[config.mk]
export PLATFORM = sky130hd
export DESIGN_NAME = game_ctrl
export DESIGN_NICKNAME = d
export VERILOG_FILES = /design/src/rtl/game_ctrl_pkg.sv /design/src/rtl/game_ctrl_frame_debounce.sv /design/src/rtl/game_ctrl.sv
export SDC_FILE = /design/constraint.sdc
export NUM_CORES = 1
export LEC_CHECK = 0
export CAP_MARGIN = 20
export CORE_ASPECT_RATIO = 1.2
export CORE_UTILIZATION = 59
export DETAILED_ROUTE_END_ITERATION = 7
export GPL_TIMING_DRIVEN = 0
export PLACE_DENSITY = 0.84
export RECOVER_POWER = 50
export SLEW_MARGIN = 20
export SYNTH_ARGS = -nofsm -noshare
export SYNTH_HDL_FRONTEND = slang
export SYNTH_SLANG_ARGS = --single-unit
[constraint.sdc]
create_clock -name clk -period 5.17 [get_ports clk]
set_input_delay 1.034 -clock clk [delete_from_list [all_inputs] [get_ports clk]]
set_output_delay 1.034 -clock clk [all_outputs]
set_load 0.05 [all_outputs]
[src/rtl/game_ctrl_pkg.sv]
// game_pkg: shared definitions for the crossyroad game-flow sequencer.
//   - game_state_t : IDLE/PLAY/HIT/OVER encoding, also used by the top-level
//                    rgb selection (which colours to draw by state/flash).
//   - DEF_*        : default values for the game_ctrl parameters.
package game_pkg;

    typedef enum logic [1:0] {
        ST_IDLE = 2'd0,
        ST_PLAY = 2'd1,
        ST_HIT  = 2'd2,
        ST_OVER = 2'd3
    } game_state_t;

    localparam int DEF_SCORE_W         = 8;
    localparam int DEF_LIVES           = 3;
    localparam int DEF_HIT_FRAMES      = 60;
    localparam int DEF_DEBOUNCE_FRAMES = 2;

endpackage

[src/rtl/game_ctrl_frame_debounce.sv]
// frame_debounce: move-button conditioning on frame boundaries.
//   The raw button is brought in through a 2-FF synchronizer. The synchronized
//   level is sampled only on frame_tick into a saturating 4-bit run counter.
//   A press is accepted on the frame_tick where the run reaches
//   DEBOUNCE_FRAMES while armed; a low sample clears the run and re-arms, so a
//   held button yields exactly one press.
// Ports:
//   clk, rst_n    : clock, asynchronous active-low reset
//   frame_tick    : one-clk pulse per frame
//   move_btn      : raw asynchronous button
//   press_accept  : high during the frame_tick cycle that accepts a press, so
//                   the registered game state reacts at frame_tick+1
module frame_debounce #(
    parameter int DEBOUNCE_FRAMES = 2
)(
    input  logic clk,
    input  logic rst_n,
    input  logic frame_tick,
    input  logic move_btn,
    output logic press_accept
);

    logic       sync_p0;
    logic       sync_p1;
    logic [3:0] run_cnt;
    logic       fired;     // 1 = press already taken for this run (disarmed)

    // Accept when this sample takes the run from DEBOUNCE_FRAMES-1 to DEBOUNCE_FRAMES.
    assign press_accept = frame_tick && sync_p1 && !fired &&
                          (run_cnt == 4'(DEBOUNCE_FRAMES - 1));

    always_ff @(posedge clk or negedge rst_n) begin
        if (!rst_n) begin
            sync_p0 <= 1'b0;
            sync_p1 <= 1'b0;
            run_cnt <= 4'd0;
            fired   <= 1'b0;
        end else begin
            // synchronizer stage boundary
            sync_p0 <= move_btn;
            sync_p1 <= sync_p0;
            // frame-sampled run counter
            if (frame_tick) begin
                if (sync_p1) begin
                    if (run_cnt != 4'd15)
                        run_cnt <= run_cnt + 4'd1;
                    if (press_accept)
                        fired <= 1'b1;
                end else begin
                    run_cnt <= 4'd0;
                    fired   <= 1'b0;
                end
            end
        end
    end

endmodule

[src/rtl/game_ctrl.sv]
// game_ctrl: game-flow sequencer for the crossyroad VGA game.
//   IDLE/PLAY/HIT/OVER state machine advanced only on frame boundaries.
//   Turns pixel-level chicken/obstacle overlap into one hit per frame, and
//   debounced button presses into game starts or moves.
// Ports:
//   clk, rst_n  : clock, asynchronous active-low reset
//   frame_tick  : one-clk pulse at start of vertical blank
//   move_btn    : raw button
//   collision   : per-pixel chicken AND obstacle overlap
//   game_rst    : one-clk pulse, restart obstacle positions
//   move_pulse  : one-clk pulse per accepted move in PLAY
//   freeze      : obstacles hold position (every state except PLAY)
//   flash       : display blink control
//   state       : IDLE=0 PLAY=1 HIT=2 OVER=3
//   score       : moves this game, saturating
//   lives       : remaining lives
//   hiscore     : best score so far (only with GAME_CTRL_HISCORE_EN)
// Build option: define GAME_CTRL_HISCORE_EN to add the high-score register.
module game_ctrl
    import game_pkg::*;
#(
    parameter int LIVES           = DEF_LIVES,
    parameter int DEBOUNCE_FRAMES = DEF_DEBOUNCE_FRAMES,
    parameter int HIT_FRAMES      = DEF_HIT_FRAMES,
    parameter int SCORE_W         = DEF_SCORE_W
)(
    input  logic               clk,
    input  logic               rst_n,
    input  logic               frame_tick,
    input  logic               move_btn,
    input  logic               collision,
    output logic               game_rst,
    output logic               move_pulse,
    output logic               freeze,
    output logic               flash,
    output logic [1:0]         state,
    output logic [SCORE_W-1:0] score,
    output logic [2:0]         lives
`ifdef GAME_CTRL_HISCORE_EN
    ,
    output logic [SCORE_W-1:0] hiscore
`endif
);

    game_state_t        st_q, st_nxt;
    logic [SCORE_W-1:0] score_nxt;
    logic [2:0]         lives_nxt;
    logic [7:0]         cnt_q, cnt_nxt;    // frames spent in HIT / OVER
    logic               game_rst_nxt;
    logic               move_pulse_nxt;
    logic               flash_nxt;
    logic               hit_latch;
    logic               hit_now;
    logic               press_accept;

    assign state = st_q;

    frame_debounce #(
        .DEBOUNCE_FRAMES(DEBOUNCE_FRAMES)
    ) u_debounce (
        .clk          (clk),
        .rst_n        (rst_n),
        .frame_tick   (frame_tick),
        .move_btn     (move_btn),
        .press_accept (press_accept)
    );

    // A collision in the frame_tick cycle itself still belongs to this frame.
    assign hit_now = hit_latch || collision;

`ifdef GAME_CTRL_HISCORE_EN
    logic [SCORE_W-1:0] hiscore_nxt;
    logic               new_hi_q, new_hi_nxt;
`endif

    always_comb begin
        st_nxt         = st_q;
        score_nxt      = score;
        lives_nxt      = lives;
        cnt_nxt        = cnt_q;
        game_rst_nxt   = 1'b0;
        move_pulse_nxt = 1'b0;
        if (frame_tick) begin
            unique case (st_q)
                ST_IDLE: begin
                    if (press_accept) begin
                        st_nxt       = ST_PLAY;
                        score_nxt    = '0;
                        lives_nxt    = 3'(LIVES);
                        game_rst_nxt = 1'b1;
                    end
                end
                ST_PLAY: begin
                    // Hit wins over a press in the same frame.
                    if (hit_now) begin
                        st_nxt    = ST_HIT;
                        lives_nxt = lives - 3'd1;
                        cnt_nxt   = 8'd0;
                    end else if (press_accept) begin
                        move_pulse_nxt = 1'b1;
                        if (score != {SCORE_W{1'b1}})
                            score_nxt = score + 1'b1;
                    end
                end
                ST_HIT: begin
                    if (cnt_q == 8'(HIT_FRAMES - 1)) begin
                        cnt_nxt = 8'd0;
                        if (lives != 3'd0) begin
                            st_nxt       = ST_PLAY;
                            game_rst_nxt = 1'b1;
                        end else begin
                            st_nxt = ST_OVER;
                        end
                    end else begin
                        cnt_nxt = cnt_q + 8'd1;
                    end
                end
                ST_OVER: begin
                    if (press_accept) begin
                        st_nxt       = ST_PLAY;
                        score_nxt    = '0;
                        lives_nxt    = 3'(LIVES);
                        game_rst_nxt = 1'b1;
                    end else begin
                        cnt_nxt = cnt_q + 8'd1;
                    end
                end
                default: st_nxt = ST_IDLE;
            endcase
        end

`ifdef GAME_CTRL_HISCORE_EN
        hiscore_nxt = hiscore;
        new_hi_nxt  = new_hi_q;
        if (st_nxt == ST_OVER && st_q != ST_OVER) begin
            new_hi_nxt = (score > hiscore);
            if (score > hiscore)
                hiscore_nxt = score;
        end
`endif

        flash_nxt = 1'b0;
        if (st_nxt == ST_HIT) begin
            flash_nxt = cnt_nxt[3];
        end else if (st_nxt == ST_OVER) begin
`ifdef GAME_CTRL_HISCORE_EN
            flash_nxt = new_hi_nxt ? cnt_nxt[4] : 1'b1;
`else
            flash_nxt = 1'b1;
`endif
        end
    end

    always_ff @(posedge clk or negedge rst_n) begin
        if (!rst_n) begin
            st_q       <= ST_IDLE;
            score      <= '0;
            lives      <= 3'(LIVES);
            cnt_q      <= 8'd0;
            hit_latch  <= 1'b0;
            game_rst   <= 1'b0;
            move_pulse <= 1'b0;
            freeze     <= 1'b1;
            flash      <= 1'b0;
        end else begin
            st_q       <= st_nxt;
            score      <= score_nxt;
            lives      <= lives_nxt;
            cnt_q      <= cnt_nxt;
            game_rst   <= game_rst_nxt;
            move_pulse <= move_pulse_nxt;
            freeze     <= (st_nxt != ST_PLAY);
            flash      <= flash_nxt;
            // Latch collects overlap for the current frame; consumed at frame_tick.
            if (st_q != ST_PLAY || frame_tick)
                hit_latch <= 1'b0;
            else if (collision)
                hit_latch <= 1'b1;
        end
    end

`ifdef GAME_CTRL_HISCORE_EN
    always_ff @(posedge clk or negedge rst_n) begin
        if (!rst_n) begin
            hiscore  <= '0;
            new_hi_q <= 1'b0;
        end else begin
            hiscore  <= hiscore_nxt;
            new_hi_q <= new_hi_nxt;
        end
    end
`endif

endmodule

==> run summary, run 1 <==
Status = complete, but fails checks
Violated checks = capacitance limit, slew limit
Vias in the first global route = 1649
Core Rows = 21
Worst-Skew Late Latency = 0.33 ns
Leak Pwr = 0.904 nW
Post-synth EDFFs = 0
DRC = 0
Worst vdd ir = 347 uV
R2r startpoint = state[1]
Ys flop type = dfrtp_1
All-layer global routing usage = 30.0%
Ys Warns = 0
Distinct cells, synth = 47
Mux cell area share after synthesis = 1.17%
Layout cell share with drive strength beyond 1 = 5.88%
# nets final = 235
Antenna violations before repair = 0
Core Area = 2860 um^2
Worst Setup EP = score[5]
Max Cap Violations = 1
Hold WC Path Type = register to register
H-tree depth = 2
CTS max path bufs = 2
Total die area = 3320 um^2
Worst Slack Setup Final = 1.97 ns
First-pass GRT wire length = 7420 um
Syn avg cell area = 9.49 um^2
Worst-path fanout max = 7
Grt ovf = 0
CP arrival = 3.44 ns
Main combinational cell family by area after synthesis = compound AO/OA/AOI/OAI gates
Total Neg Setup Slack = 0 ns
Post CTS Setup Buffer Count = 0
Cells after Synth = 192
Rel. slew slack = -16.4%
CP required = 5.41 ns
Vias/cell = 6.52
# IOs = 22
Final Skew = 0.0109 ns
Setup crit start = frame_tick
Largest net degree at the start of global routing = 34
Drt pass-1 iters = 4
CTS tree = built
Final GP Congestion = 0.849
Crit Path Class = input port to register
CTS sink count = 33
Post-synthesis xor/xnor area fraction = 0%
Syn nets = 207
Area Growth Syn to Fin = 16.2%
Root buf cell = clkbuf_4
Setup crit start kind = input port
Fin crit period = 3.20 ns
Adder-cell area share of the yosys netlist = 6.86%
FF+latch count, synth = 33
DR vias = 1662
Area share of and/or/nand/nor cells after synthesis = 19.3%
Die height = 62.9 um
Worst-Margin Slew = 1.75 ns
Final ANT Viol Nets = 0
Post-CTS Hold Buffers = 0
Pwr dens = 414 nW/um^2
R2R Setup Slk = 2.61 ns
FFs w/ async S/R, synth = 100%
Routed WL per cell = 16.4 um
Worst slack at placement = 1.74 ns
Setup Viol. Count Final = 0
CTS Buf Count = 5
Final hold vios = 0
WHS = 0.354 ns
Horiz. Die Dim = 52.7 um
Worst r2r dst = score[5]
Routed WL = 4190 um
Final period util = 61.8%
Compound-gate portion of the synthesized area = 23.6%
Starting Density = 63.7%
Crit end category = register
Port Buffers = 21
Drt initial violations = 86
Fillers = 208
Post-synthesis sequential area ratio = 45.5%
DP HPWL = 3040 um
Slew Viols, Final = 34
# diodes = 0
Clock Pin Slew Worst Setup and Hold Paths = 0.10 ns
FMAX = 313 MHz
RSZ-0062 raised after global routing = false
Post-CTS Resized = 0
R2R depth = 9
Synthesized cell area = 1820 um^2
-- sequential cells by signal (all words and copies together), names as in the netlist --
signal and cells:
u_debounce.run_cnt 4, lives 3, score 8, u_debounce.fired 1, state 2, hit_latch 1, freeze 1, cnt_q 8
flash 1, u_debounce.sync_p1 1, game_rst 1, move_pulse 1, u_debounce.sync_p0 1
-- how the worst min path moves through the flow --
stage | from | endpoint | slack, ns | cells past startpoint
6_report | u_debounce.sync_p0 | u_debounce.sync_p1 | 0.35 | 0
3_5_place_dp | u_debounce.sync_p0 | u_debounce.sync_p1 | 0.34 | 0
4_1_cts | u_debounce.sync_p0 | u_debounce.sync_p1 | 0.36 | 0
5_1_grt | u_debounce.sync_p0 | u_debounce.sync_p1 | 0.37 | 0
3_3_place_gp | u_debounce.sync_p0 | u_debounce.sync_p1 | 0.34 | 0
2_1_floorplan | u_debounce.sync_p0 | u_debounce.sync_p1 | 0.33 | 0
-- cells in the mapped netlist, types with 2 or more instances --
library cell | number | share of area, %
nand3_1 | 14 | 3.8
and3_1 | 3 | 1.0
o31ai_1 | 11 | 4.5
inv_1 | 12 | 2.5
clkbuf_1 | 4 | 0.82
nand4b_1 | 2 | 0.96
nor2_1 | 10 | 2.1
nand4_1 | 2 | 0.69
or2_1 | 2 | 0.69
o211ai_1 | 3 | 1.2
a21o_1 | 2 | 0.82
and2_1 | 2 | 0.69
a31oi_1 | 2 | 0.69
o21ai_0 | 17 | 4.7
ha_1 | 10 | 6.9
or3b_2 | 2 | 0.96
dfstp_2 | 3 | 4.3
or3_1 | 3 | 1.0
nor2b_1 | 2 | 0.69
a21oi_1 | 9 | 2.5
o21ai_1 | 2 | 0.55
nand2b_1 | 6 | 2.1
nand2_1 | 15 | 3.1
a22o_1 | 2 | 0.96
dfrtp_1 | 30 | 41
-- layout make-up --
type	instances	area, um^2	area share (%)
Multi-Input combinational cell	142	928	43.8
Sequential cell	33	830	39.2
Timing Repair Buffer	21	204	9.63
Clock buffer	8	48.8	2.30
Inverter	12	45.0	2.13
Tap cell	34	42.5	2.01
Buffer	5	20.0	0.945
-- stage by stage --
stage / utilization, % / instance area [um^2] / power (mW) / std cells
after global routing: 74.0 / 2120 / 0.936 / 255
after global placement: 72.5 / 2080 / 0.723 / 247
after CTS: 74.0 / 2120 / 0.877 / 255
final: 74.0 / 2120 / 0.877 / 255
after floorplan: - / 1820 / 0.621 / 192
after detailed placement: 72.3 / 2070 / 0.741 / 247
-- cell usage in the layout, fill, tap and decap left out, types with 3 or more instances in the layout --
cell type and n:
a21oi_1 9, and3_1 3, clkbuf_1 8, clkbuf_4 5
clkdlybuf4s50_1 18, dfrtp_1 30, dfstp_2 3, ha_1 10
inv_1 12, nand2_1 15, nand2b_1 6, nand3_1 14
nor2_1 10, o211ai_1 3, o21ai_0 17, o31ai_1 11
or3_1 3
-- where the power goes --
part | internal, mW | switching [mW] | total, mW | leakage [nW]
clock network | 0.0541 | 0.0825 | 0.137 | 0.0265
logic | 0.133 | 0.256 | 0.389 | 0.442
registers | 0.306 | 0.0455 | 0.351 | 0.435
-- worst max-delay path: stages --
cell	delay, ns
dlygate4sd3_1	0.67
nand4b_1	0.20
or2_0	0.34
o41a_1	0.41
or3_1	0.34
buf_2	0.17
o41ai_2	0.27
-- per-layer routing --
metal	GRT usage [%]	routed length [um]
met1	33.9	1620
met2	50.6	2190
met3	8.52	259
met4	13.2	126
met5	0	0
-- kinds of logic after synthesis --
group | Yosys count
AO/OA/AOI/OAI | 63
multiplexers | 2
flip-flops | 33
buffers and inverters | 17
adder cells (fa/ha/maj) | 10
AND/OR/NAND/NOR | 67
Note: power is estimated with default switching activity, not from simulation.
==> inputs of run 2 (changes only) <==
--- a/config.mk
+++ b/config.mk
@@ -7,10 +7,10 @@
 export LEC_CHECK = 0
 export CAP_MARGIN = 20
 export CORE_ASPECT_RATIO = 1.2
-export CORE_UTILIZATION = 59
+export CORE_UTILIZATION = 55
 export DETAILED_ROUTE_END_ITERATION = 7
 export GPL_TIMING_DRIVEN = 0
-export PLACE_DENSITY = 0.84
+export PLACE_DENSITY = 0.79
 export RECOVER_POWER = 50
 export SLEW_MARGIN = 20
 export SYNTH_ARGS = -nofsm -noshare
==> constraint.sdc (replaced) <==
create_clock -name clk -period 3 [get_ports clk]
set_input_delay 0.6 -clock clk [delete_from_list [all_inputs] [get_ports clk]]
set_output_delay 0.6 -clock clk [all_outputs]
set_load 0.05 [all_outputs]
==> run 2 against run 1 <==
  * The run still ends with capacitance limit, slew limit left
  * Sequential cell count unchanged
  * Global-route usage fell by 2.6 points
  * Wire length decreased by 2.1%
  * Sequential power grew 73%
  * Critical path depth is the same
  * Cell area is 0.24% higher
  * Worst hold slack improved by 0.0048 ns
  * Cell count up 0.78%
  * Critical path type unchanged
  * Critical endpoint unchanged
==> run summary, run 2 (same netlist as run 1, synthesis figures left out) <==
Status = complete, but fails checks
Violated checks = capacitance limit, slew limit
Final ANT Viol Nets = 0 (unchanged)
Worst-Skew Late Latency = 0.35 ns (+0.02 ns)
Area Growth Syn to Fin = 16.5%
H-tree depth = 2 (unchanged)
Port Buffers = 21 (unchanged)
CTS tree = built
Vias/cell = 6.42 (-1.4%)
Core Rows = 22 (+4.8%)
# nets final = 235 (unchanged)
Int Pwr = 846 uW (+72%)
Met3 WL = 188 um (-27%)
Post CTS Setup Buffer Count = 0 (unchanged)
Final period util = 91.1%
Net Sw Power = 674 uW (+76%)
Crit end category = register
# diodes = 0 (unchanged)
FMAX = 366 MHz
Horiz. Die Dim = 54.6 um (+3.4%)
DR vias = 1651 (-0.66%)
Worst-path fanout max = 7 (unchanged)
Leak Pwr = 0.909 nW (+0.60%)
Most frequent cells in the layout = dfrtp_1, clkdlybuf4s50_1, o21ai_0
Root buf cell = clkbuf_4
Worst vdd ir = 566 uV (+63%)
Drt initial violations = 66 (-23%)
Total Neg Setup Slack = 0 ns (unchanged)
Die height = 65.1 um (+3.5%)
CP required = 3.26 ns (-2.15 ns)
Final GP Congestion = 0.852 (+0.42%)
Post-CTS Hold Buffers = 0 (unchanged)
Setup Viol. Count Final = 0 (unchanged)
CTS max path bufs = 2 (unchanged)
Comb power frac = 43.8% (-0.5 points)
WHS = 0.359 ns (+0.00484 ns)
Grt ovf = 0 (unchanged)
Clock Pin Slew Worst Setup and Hold Paths = 0.12 ns (+0.02 ns)
First-pass GRT wire length = 6890 um (-7.1%)
Max Cap Violations = 1 (unchanged)
Hold WC Path Type = register to register
Routed WL per cell = 16.0 um (-2.9%)
CTS sink count = 33 (unchanged)
Setup crit start kind = input port
Seq pwr share = 39.9% (-0.2 points)
Placed Instances = 249 (+0.81%)
Drt pass-1 iters = 4 (unchanged)
Largest net degree at the start of global routing = 34 (unchanged)
Total die area = 3550 um^2 (+7.0%)
Antenna violations before repair = 0 (unchanged)
Starting Density = 58.6% (-5.0 points)
Rel. slew slack = -16.1% (+0.27 points)
DRC = 0 (unchanged)
CTS Buf Count = 5 (unchanged)
Routed WL = 4100 um (-2.1%)
Core Area = 3110 um^2 (+8.6%)
Clock group share of total power = 16.2% (+0.6 points)
Most common cell after layout, fill and taps aside = dfrtp_1
All-layer global routing usage = 27.3% (-2.6 points)
Post-route insts no fill = 257 (+0.78%)
Vias in the first global route = 1593 (-3.4%)
Final Instance Area = 2120 um^2 (+0.24%)
DP HPWL = 3010 um (-0.93%)
RSZ-0062 raised after global routing = false
Met2 Wirelength = 2140 um (-2.4%)
Fin crit period = 2.73 ns
Met1 Wirelength = 1690 um (+4.6%)
Placed Area = 2070 um^2 (+0.12%)
Top Layer Used = met4
Final Skew = 0.0231 ns (+0.0122 ns)
Largest regs = cnt_q x8, score x8, u_debounce.run_cnt x4
Layout cell share with drive strength beyond 1 = 6.79% (+0.90 points)
Pwr dens = 716 nW/um^2 (+73%)
Sw Share = 44.3% (+0.55 points)
Slew Viols, Final = 34 (unchanged)
Post-CTS Resized = 0 (unchanged)
# IOs = 22 (unchanged)
Worst-Margin Slew = 1.74 ns (-0.00406 ns)
Crit Path Class = input port to register
Final hold vios = 0 (unchanged)
CP arrival = 3.00 ns (-0.44 ns)
==> run 2: changes by cell type in the layout (fill, tap and decap cells not counted) <==
cell      before  now
clkinv_2       0    2
clkbuf_1       8    6
==> run 2: layout make-up <==
class                           instances  area (um^2)
Tap cell                               36         45.0
Fill cell                             241          987
Timing Repair Buffer                   21          204
Buffer                                  5         20.0
Multi-Input combinational cell        142          928
Inverter                               12         45.0
Clock buffer                            6         41.3
Sequential cell                        33          830
Clock inverter                          2         10.0
==> run 2: power groups by stage <==
stage	combinational [mW]	sequential (mW)	clock, mW
finish	0.667	0.607	0.247
global route	0.735	0.617	0.271
CTS	0.668	0.605	0.250
detailed placement	0.665	0.614	0
global placement	0.644	0.605	0
floorplan	0.303	0.767	0
==> run 2: path summary, 6_finish.rpt <==
kind | from | end | slack [ns] | cells after the start
worst min register to register | u_debounce.sync_p0 | u_debounce.sync_p1 | 0.36 | 0
min in group asynchronous | rst_n | score[6] | 0.68 | 1
worst max-delay path | frame_tick | score[5] | 0.27 | 7
worst min-delay path | u_debounce.sync_p0 | u_debounce.sync_p1 | 0.36 | 0
max in group asynchronous | rst_n | cnt_q[5] | 1.28 | 1
worst max register to register | state[0] | score[5] | 0.49 | 9
==> run 2: per-layer routing <==
metal / GRT usage [%] / up-vias
met1: 29.4 / 816
met5: 0 / -
li1: - / 766
met4: 11.5 / 0
met3: 7.04 / 10
met2: 48.2 / 59
==> run 2: critical path, stage by stage <==
cell	delay, ns
dlygate4sd3_1	0.68
nand4b_1	0.19
or2_0	0.34
o41a_1	0.41
or3_1	0.34
buf_2	0.17
o41ai_2	0.26
==> run 2: stage by stage <==
step	setup WS [ns]	utilization (%)	power, mW
detailed placement	0.0145	66.7	1.28
global placement	0.0184	66.8	1.25
floorplan	0.507	-	1.07
finish	0.268	68.3	1.52
global route	0.108	68.3	1.62
CTS	0.375	68.3	1.52
==> inputs of run 3 (changes only) <==
--- a/config.mk
+++ b/config.mk
@@ -7,10 +7,9 @@
 export LEC_CHECK = 0
 export CAP_MARGIN = 20
 export CORE_ASPECT_RATIO = 1.2
-export CORE_UTILIZATION = 55
+export CORE_UTILIZATION = 40
 export DETAILED_ROUTE_END_ITERATION = 7
 export GPL_TIMING_DRIVEN = 0
-export PLACE_DENSITY = 0.79
 export RECOVER_POWER = 50
 export SLEW_MARGIN = 20
 export SYNTH_ARGS = -nofsm -noshare
==> run 3 against run 2 <==
  * The flow still finishes with violations (capacitance limit, slew limit)
  * Sequential share of layout area shrank 1.3 points
  * Register-to-register slack lost 0.04 ns
  * Combinational power decreased by 1%
  * Die area increased by 36%
  * Sequential cell count unchanged
  * Sequential power about the same
  * Via count down 4.1%
  * Total power is 6.9% higher
  * Core utilization decreased by 17 points
  * Wire length shrank 4.1%
  * Clock power grew 47%
  * Critical path type unchanged
  * Critical endpoint unchanged
==> run summary, run 3 (same netlist as run 1, synthesis figures left out) <==
Drt pass-1 iters = 4 (unchanged)
Area Growth Syn to Fin = 20.6%
First-pass GRT wire length = 7200 um (+4.4%)
# nets final = 235 (unchanged)
Final hold vios = 0 (unchanged)
Slew Viols, Final = 34 (unchanged)
Total die area = 4830 um^2 (+36%)
Root buf cell = clkbuf_8
Most frequent cells in the layout = dfrtp_1, clkdlybuf4s50_1, o21ai_0
Horiz. Die Dim = 63.6 um (+17%)
Rel. slew slack = -13.9% (+2.2 points)
RSZ-0062 raised after global routing = false
Grt ovf = 0 (unchanged)
R2R Setup Slk = 0.45 ns (-0.04 ns)
CTS Buf Count = 5 (unchanged)
Largest net degree at the start of global routing = 34 (unchanged)
Violated checks = capacitance limit, slew limit
All-layer global routing usage = 18.8% (-8.5 points)
Final period util = 93.0% (+1.9 points)
Fin crit period = 2.79 ns (+0.0583 ns)
Worst path max stage delay = 0.66 ns (-0.02 ns)
Register area = 830 um^2 (unchanged)
Post-route insts no fill = 277 (+7.8%)
Antenna violations before repair = 0 (unchanged)
Largest regs = cnt_q x8, score x8, u_debounce.run_cnt x4
DR vias = 1584 (-4.1%)
CP required = 3.18 ns (-0.08 ns)
Core Area = 4330 um^2 (+39%)
Routed WL = 3940 um (-4.1%)
Max Cap Violations = 1 (unchanged)
CP max-delay cell = dlygate4sd3_1
FMAX = 358 MHz (-2.1%)
Placed Instances = 269 (+8.0%)
Setup crit start = frame_tick
Final Instance Area = 2200 um^2 (+3.5%)
Post-CTS Resized = 0 (unchanged)
Worst vdd ir = 401 uV (-29%)
Worst r2r dst = score[5]
Clock Pin Slew Worst Setup and Hold Paths = 0.06 ns (-0.06 ns)
Post CTS Setup Buffer Count = 0 (unchanged)
Total power = 1.63 mW (+6.9%)
CTS tree = built
CTS sink count = 33 (unchanged)
Hold WC Path Type = register to register
R2R depth = 9 (unchanged)
CTS max path bufs = 2 (unchanged)
Fillers = 405 (+68%)
Setup Viol. Count Final = 0 (unchanged)
Vias/cell = 5.72 (-11%)
DP HPWL = 2980 um (-1.1%)
DRC = 0 (unchanged)
Crit end category = register
R2r startpoint = state[0]
# diodes = 0 (unchanged)
Final ANT Viol Nets = 0 (unchanged)
Final Skew = 0.00849 ns (-0.0146 ns)
Final GP Congestion = 0.873 (+2.4%)
Leak Pwr = 0.931 nW (+2.5%)
Worst-Skew Late Latency = 0.29 ns (-0.06 ns)
Port Buffers = 21 (unchanged)
Pwr dens = 739 nW/um^2 (+3.2%)
Placed Area = 2100 um^2 (+1.2%)
# IOs = 22 (unchanged)
Die height = 76.0 um (+17%)
Status = complete, but fails checks
Layout cell share with drive strength beyond 1 = 7.24% (+0.45 points)
Multi-input logic area = 928 um^2 (unchanged)
Setup crit start kind = input port
Starting Density = 42.1% (-16 points)
Worst-path fanout max = 7 (unchanged)
Vias in the first global route = 1609 (+1.0%)
H-tree depth = 2 (unchanged)
CP arrival = 2.97 ns (-0.03 ns)
Core Rows = 26 (+18%)
Worst Setup EP = score[5]
Most common cell after layout, fill and taps aside = dfrtp_1
Crit Path Class = input port to register
Drt initial violations = 123 (+86%)
Routed WL per cell = 14.2 um (-11%)
Worst hold path stage count = 0 (unchanged)
Post-CTS Hold Buffers = 0 (unchanged)
Worst-Margin Slew = 1.71 ns (-0.0337 ns)
Total Neg Setup Slack = 0 ns (unchanged)
Crit-path cells = dlygate4sd3_1, nand4b_1, or2_1, o41a_1, or3_1, buf_2, o41ai_2
-- run 3: where the power goes --
part           total (mW)  switching (mW)  leakage, nW  internal, mW
sequential          0.605          0.0772        0.435         0.528
clock               0.363           0.156       0.0542         0.207
combinational       0.657           0.428        0.442         0.229
total                1.63           0.662        0.931         0.964
-- run 3: worst min path at each step --
stage / startpoint / to / slack, ns
6_report: u_debounce.sync_p0 / u_debounce.sync_p1 / 0.35
5_1_grt: u_debounce.sync_p0 / u_debounce.sync_p1 / 0.36
4_1_cts: u_debounce.sync_p0 / u_debounce.sync_p1 / 0.35
3_5_place_dp: u_debounce.sync_p0 / u_debounce.sync_p1 / 0.34
3_3_place_gp: u_debounce.sync_p0 / u_debounce.sync_p1 / 0.34
2_1_floorplan: rst_n / cnt_q[0] / 0.30
-- run 3: stage by stage --
stage | util (%) | hold slack, ns | worst slack (ns)
CTS | 50.8 | 0.352 | 0.292
global placement | 48.6 | 0.337 | 0.0193
detailed placement | 48.5 | 0.337 | 0.000316
finish | 50.8 | 0.351 | 0.209
floorplan | - | 0.304 | 0.507
global route | 50.8 | 0.364 | 0.0811
-- run 3: layout make-up --
| type | count | share of cell area (%) |
|---|---|---|
| clock buffer | 7 | 4.38 |
| clock inverter | 1 | 0.228 |
| tap | 56 | 3.19 |
| inverter | 12 | 2.05 |
| sequential | 33 | 37.7 |
| buffer | 5 | 0.911 |
| multi-input combinational | 142 | 42.2 |
| timing repair buffer | 21 | 9.28 |
-- run 3: critical path, delay by kind of cell --
kind	cells	cell delay, ns
buffers and inverters	2	0.83
AOI/OAI and AO/OA	2	0.67
and+or+nand+nor	3	0.87
-- run 3: layer usage --
layer	wire length [um]	global-route usage, %
met5	0	0
met4	48	8.41
met1	1760	22.6
met3	130	5.27
met2	2000	30.7
==> RTL change 1, RTL diff (flow settings as in run 2) <==
Change the package constant `DEF_SCORE_W` from 8 to 6.
--- a/src/rtl/game_ctrl_pkg.sv
+++ b/src/rtl/game_ctrl_pkg.sv
@@ -11,7 +11,7 @@
         ST_OVER = 2'd3
     } game_state_t;
 
-    localparam int DEF_SCORE_W         = 8;
+    localparam int DEF_SCORE_W         = 6;
     localparam int DEF_LIVES           = 3;
     localparam int DEF_HIT_FRAMES      = 60;
     localparam int DEF_DEBOUNCE_FRAMES = 2;
Ports: changed (resized score); port bits go from 22 to 20. The function was not compared with the original's and may differ.
==> RTL change 1 against run 2 <==
The run still ends with max-capacitance violations, max-slew violations left; sequential power is 3.8% higher; first-iteration DRC count down 11%; sequential cell count fell by 2; maximum frequency grew 17%; setup slack improved by 390 ps; clock skew shrank 12 ps; synthesized area shrank 7.1%; worst hold slack gained 8.6 ps; routed wire length decreased by 12%; design area decreased by 6.7%; power rose by 21%; utilization is 0.89 points higher; critical endpoint unchanged; largest power group unchanged.
==> RTL change 1: results (changes against run 2) <==
Global route
  • First-pass GRT wire length: 6.216 mm (-9.8%)
  • Largest net degree at the start of global routing: 32 (-5.9%)
  • All-layer global routing usage: 25.31% (-2.0 points)

Power and ir drop
  • VDD IR max: 0.6374 mV (+13%)
  • Pleak: 0.8842 nW (-2.7%)

Setup path
  • FF-to-FF setup slack: 780 ps (+290 ps)
  • Worst-path fanout max: 9 (+2)
  • Crit path DAT: 2600 ps (-400 ps)

Placement
  • Pre-CTS setup slack: 389.6 ps (+375.1 ps)
  • GP Congestion: 0.8111 (-4.8%)
  • Post-DP HPWL: 2.616 mm (-13%)

Drt
  • Via/cell ratio: 5.883 (-8.4%)
  • WL/cell: 15.03 um (-5.9%)

Outcome
  • Outcome: complete, but fails checks
  • Failing checks: max-capacitance violations, max-slew violations

Synthesis
  • Post-synthesis compound-gate area fraction: 21.49% (-2.1 points)
  • Synth Area in Adders: 7.386% (+0.52 points)
  • Yosys cell types: 41 (-13%)
  • Syn Nets: 193 (-6.8%)

Layout
  • Largest regs: cnt_q x8, score x6, u_debounce.run_cnt x4
  • Final cell count without fillers: 239 (-7.0%)
  • Fillers: 230 (-4.6%)
  • Nets: 219 (-6.8%)

Timing
  • Hold slack: 367.8 ps (+8.557 ps)
  • Slew margin rel.: -7.848% (+8.3 points)
  • Pins Over Slew Limit: 32 (-5.9%)

CTS
  • Clk slew on worst S/H paths: 100 ps (-20 ps)

Flow run
  • Max_cap viols: 1 (unchanged)
RTL change 1: area by class of cell:
class	instances	share of cell area, %
flip-flops and latches	31	39.36
multi-input cells	133	43.34
well taps	34	2.148
clock buffers	7	2.780
clock inverters	1	0.2527
plain buffers	2	0.5685
repair buffers	19	9.286
inverters	12	2.274
RTL change 1: power groups by stage:
stage               registers [mW]  clock network, mW  logic [mW]
global placement             0.628                  0       0.922
global route                 0.646              0.282        1.05
CTS                          0.631              0.260       0.955
detailed placement           0.636                  0       0.951
finish                       0.630              0.255       0.954
floorplan                    0.831                  0       0.479
RTL change 1: layer usage:
| metal | GRT usage (%) | part of all wire, % | vias up |
|---|---|---|---|
| met4 | 8.224 | 1.3 | 0 |
| met5 | 0 | 0 | - |
| met3 | 8.029 | 3.7 | 5 |
| met2 | 42.88 | 53 | 28 |
| met1 | 29.39 | 42 | 680 |
| li1 | - | - | 693 |
RTL change 1: cell families after synthesis:
family | after synthesis
buf+inv | 14
compound gates | 57
simple gates | 65
mux | 1
flops | 31
fa+ha+maj | 10
==> RTL change 2, RTL diff (flow settings as in run 2) <==
Made on the original files. Add an input register stage for `frame_tick`, `move_btn` and `collision`; this delays them by one clock. Comments in the files are not updated.
--- a/src/rtl/game_ctrl.sv
+++ b/src/rtl/game_ctrl.sv
@@ -42,6 +42,16 @@
 `endif
 );
 
+    logic frame_tick_q;
+    logic move_btn_q;
+    logic collision_q;
+
+    always_ff @(posedge clk) begin
+        frame_tick_q <= frame_tick;
+        move_btn_q   <= move_btn;
+        collision_q  <= collision;
+    end
+
     game_state_t        st_q, st_nxt;
     logic [SCORE_W-1:0] score_nxt;
     logic [2:0]         lives_nxt;
@@ -60,13 +70,13 @@
     ) u_debounce (
         .clk          (clk),
         .rst_n        (rst_n),
-        .frame_tick   (frame_tick),
-        .move_btn     (move_btn),
+        .frame_tick   (frame_tick_q),
+        .move_btn     (move_btn_q),
         .press_accept (press_accept)
     );
 
     // A collision in the frame_tick cycle itself still belongs to this frame.
-    assign hit_now = hit_latch || collision;
+    assign hit_now = hit_latch || collision_q;
 
 `ifdef GAME_CTRL_HISCORE_EN
     logic [SCORE_W-1:0] hiscore_nxt;
@@ -80,7 +90,7 @@
         cnt_nxt        = cnt_q;
         game_rst_nxt   = 1'b0;
         move_pulse_nxt = 1'b0;
-        if (frame_tick) begin
+        if (frame_tick_q) begin
             unique case (st_q)
                 ST_IDLE: begin
                     if (press_accept) begin
@@ -172,9 +182,9 @@
             freeze     <= (st_nxt != ST_PLAY);
             flash      <= flash_nxt;
             // Latch collects overlap for the current frame; consumed at frame_tick.
-            if (st_q != ST_PLAY || frame_tick)
+            if (st_q != ST_PLAY || frame_tick_q)
                 hit_latch <= 1'b0;
-            else if (collision)
+            else if (collision_q)
                 hit_latch <= 1'b1;
         end
     end
Function: changed (Yosys sat finds a counterexample within 10 cycles, from zero or initial values and one cycle with rst_n low).
==> RTL change 2 against run 2 <==
The run still ends with max-capacitance violations, max-slew violations left; clock skew fell by 17 ps; sequential cell count rose by 3; setup slack improved by 230 ps; design area rose by 7.1%; global-route usage fell by 3.6 points; synthesized area rose by 6.3%; clock power rose by 41%; sequential power rose by 12%; power rose by 32%; routed wire length fell by 2.0%; combinational power rose by 46%; non-clock buffer count fell by 1; largest cell class unchanged; highest routed layer unchanged.
==> RTL change 2: results (changes against run 2) <==
Outcome
  • Outcome: complete, but fails checks
  • Failing checks: max-capacitance violations, max-slew violations

Power and ir drop
  • VDD IR max: 0.7004 mV (+24%)
  • Switching pwr: 0.8815 mW (+31%)

Global route
  • First-pass GRT wire length: 6.879 mm (-0.20%)
  • Global Route met2 Usage: 41.52% (-6.7 points)
  • All-layer global routing usage: 23.72% (-3.6 points)
  • GRT met1 Usage: 28.33% (-1.1 points)

Synthesis
  • Top post-synthesis cells by area: dfrtp_1 (39%), ha_1 (6.5%), dfstp_2 (4.1%)
  • Post-synthesis mux area share: 2.195% (+1.0 points)
  • Top post-synthesis cells by count: dfrtp_1 (30), nand2_1 (17), nor2_1 (15), inv_1 (12), o21ai_0 (11)
  • Register area share after synthesis: 45.90% (+0.40 points)
  • Syn Nets: 208 (+0.48%)

Drt
  • DR iter-0 viols: 70 (+6.1%)
  • Metal-1 WL: 1.733 mm (+2.4%)
  • Met2 WL: 2.099 mm (-1.7%)
  • Met3 wire length: 139 um (-26%)
  • Detailed-route via count: 1606 (-2.7%)

Setup path
  • Worst-path fanout max: 9 (+2)
  • CP Launch Point: state[0]
  • Slowest CP cell: dfrtp_1
  • Reg2reg path depth: 7 (-2)

Layout
  • Final cell count without fillers: 259 (+0.78%)
  • Fillers: 263 (+9.1%)
  • Nets: 236 (+0.43%)

Flow run
  • Max_cap viols: 1 (unchanged)

Timing
  • Final worst slack: 500.5 ps (+232.9 ps)
  • Pins Over Slew Limit: 34 (unchanged)

CTS
  • Clk slew on worst S/H paths: 70 ps (-50 ps)
## RTL change 2: changes by cell type after synthesis, sizes merged, moves of 5 or more
cell	delta
o31ai	-11
nor3	+6
nand2b	-5
a22o	+6
nor2	+5
nand3	-6
o21ai	-8
## RTL change 2: layout make-up
cell class / count / area [um^2] / share of cell area (%)
Multi-Input combinational cell: 141 / 980.9 / 43.15
Sequential cell: 36 / 889.6 / 39.13
Timing Repair Buffer: 21 / 203.9 / 8.971
Clock buffer: 6 / 82.58 / 3.632
Tap cell: 37 / 46.29 / 2.036
Inverter: 12 / 45.04 / 1.981
Buffer: 4 / 15.01 / 0.6604
Clock inverter: 2 / 10.01 / 0.4403
## RTL change 2: through the flow
step           area (um^2)  util [%]
2_1_floorplan         1938         -
3_3_place_gp          2195     65.74
3_5_place_dp          2190     65.59
4_1_cts               2282     68.37
5_1_grt               2273     68.10
6_report              2273     68.10
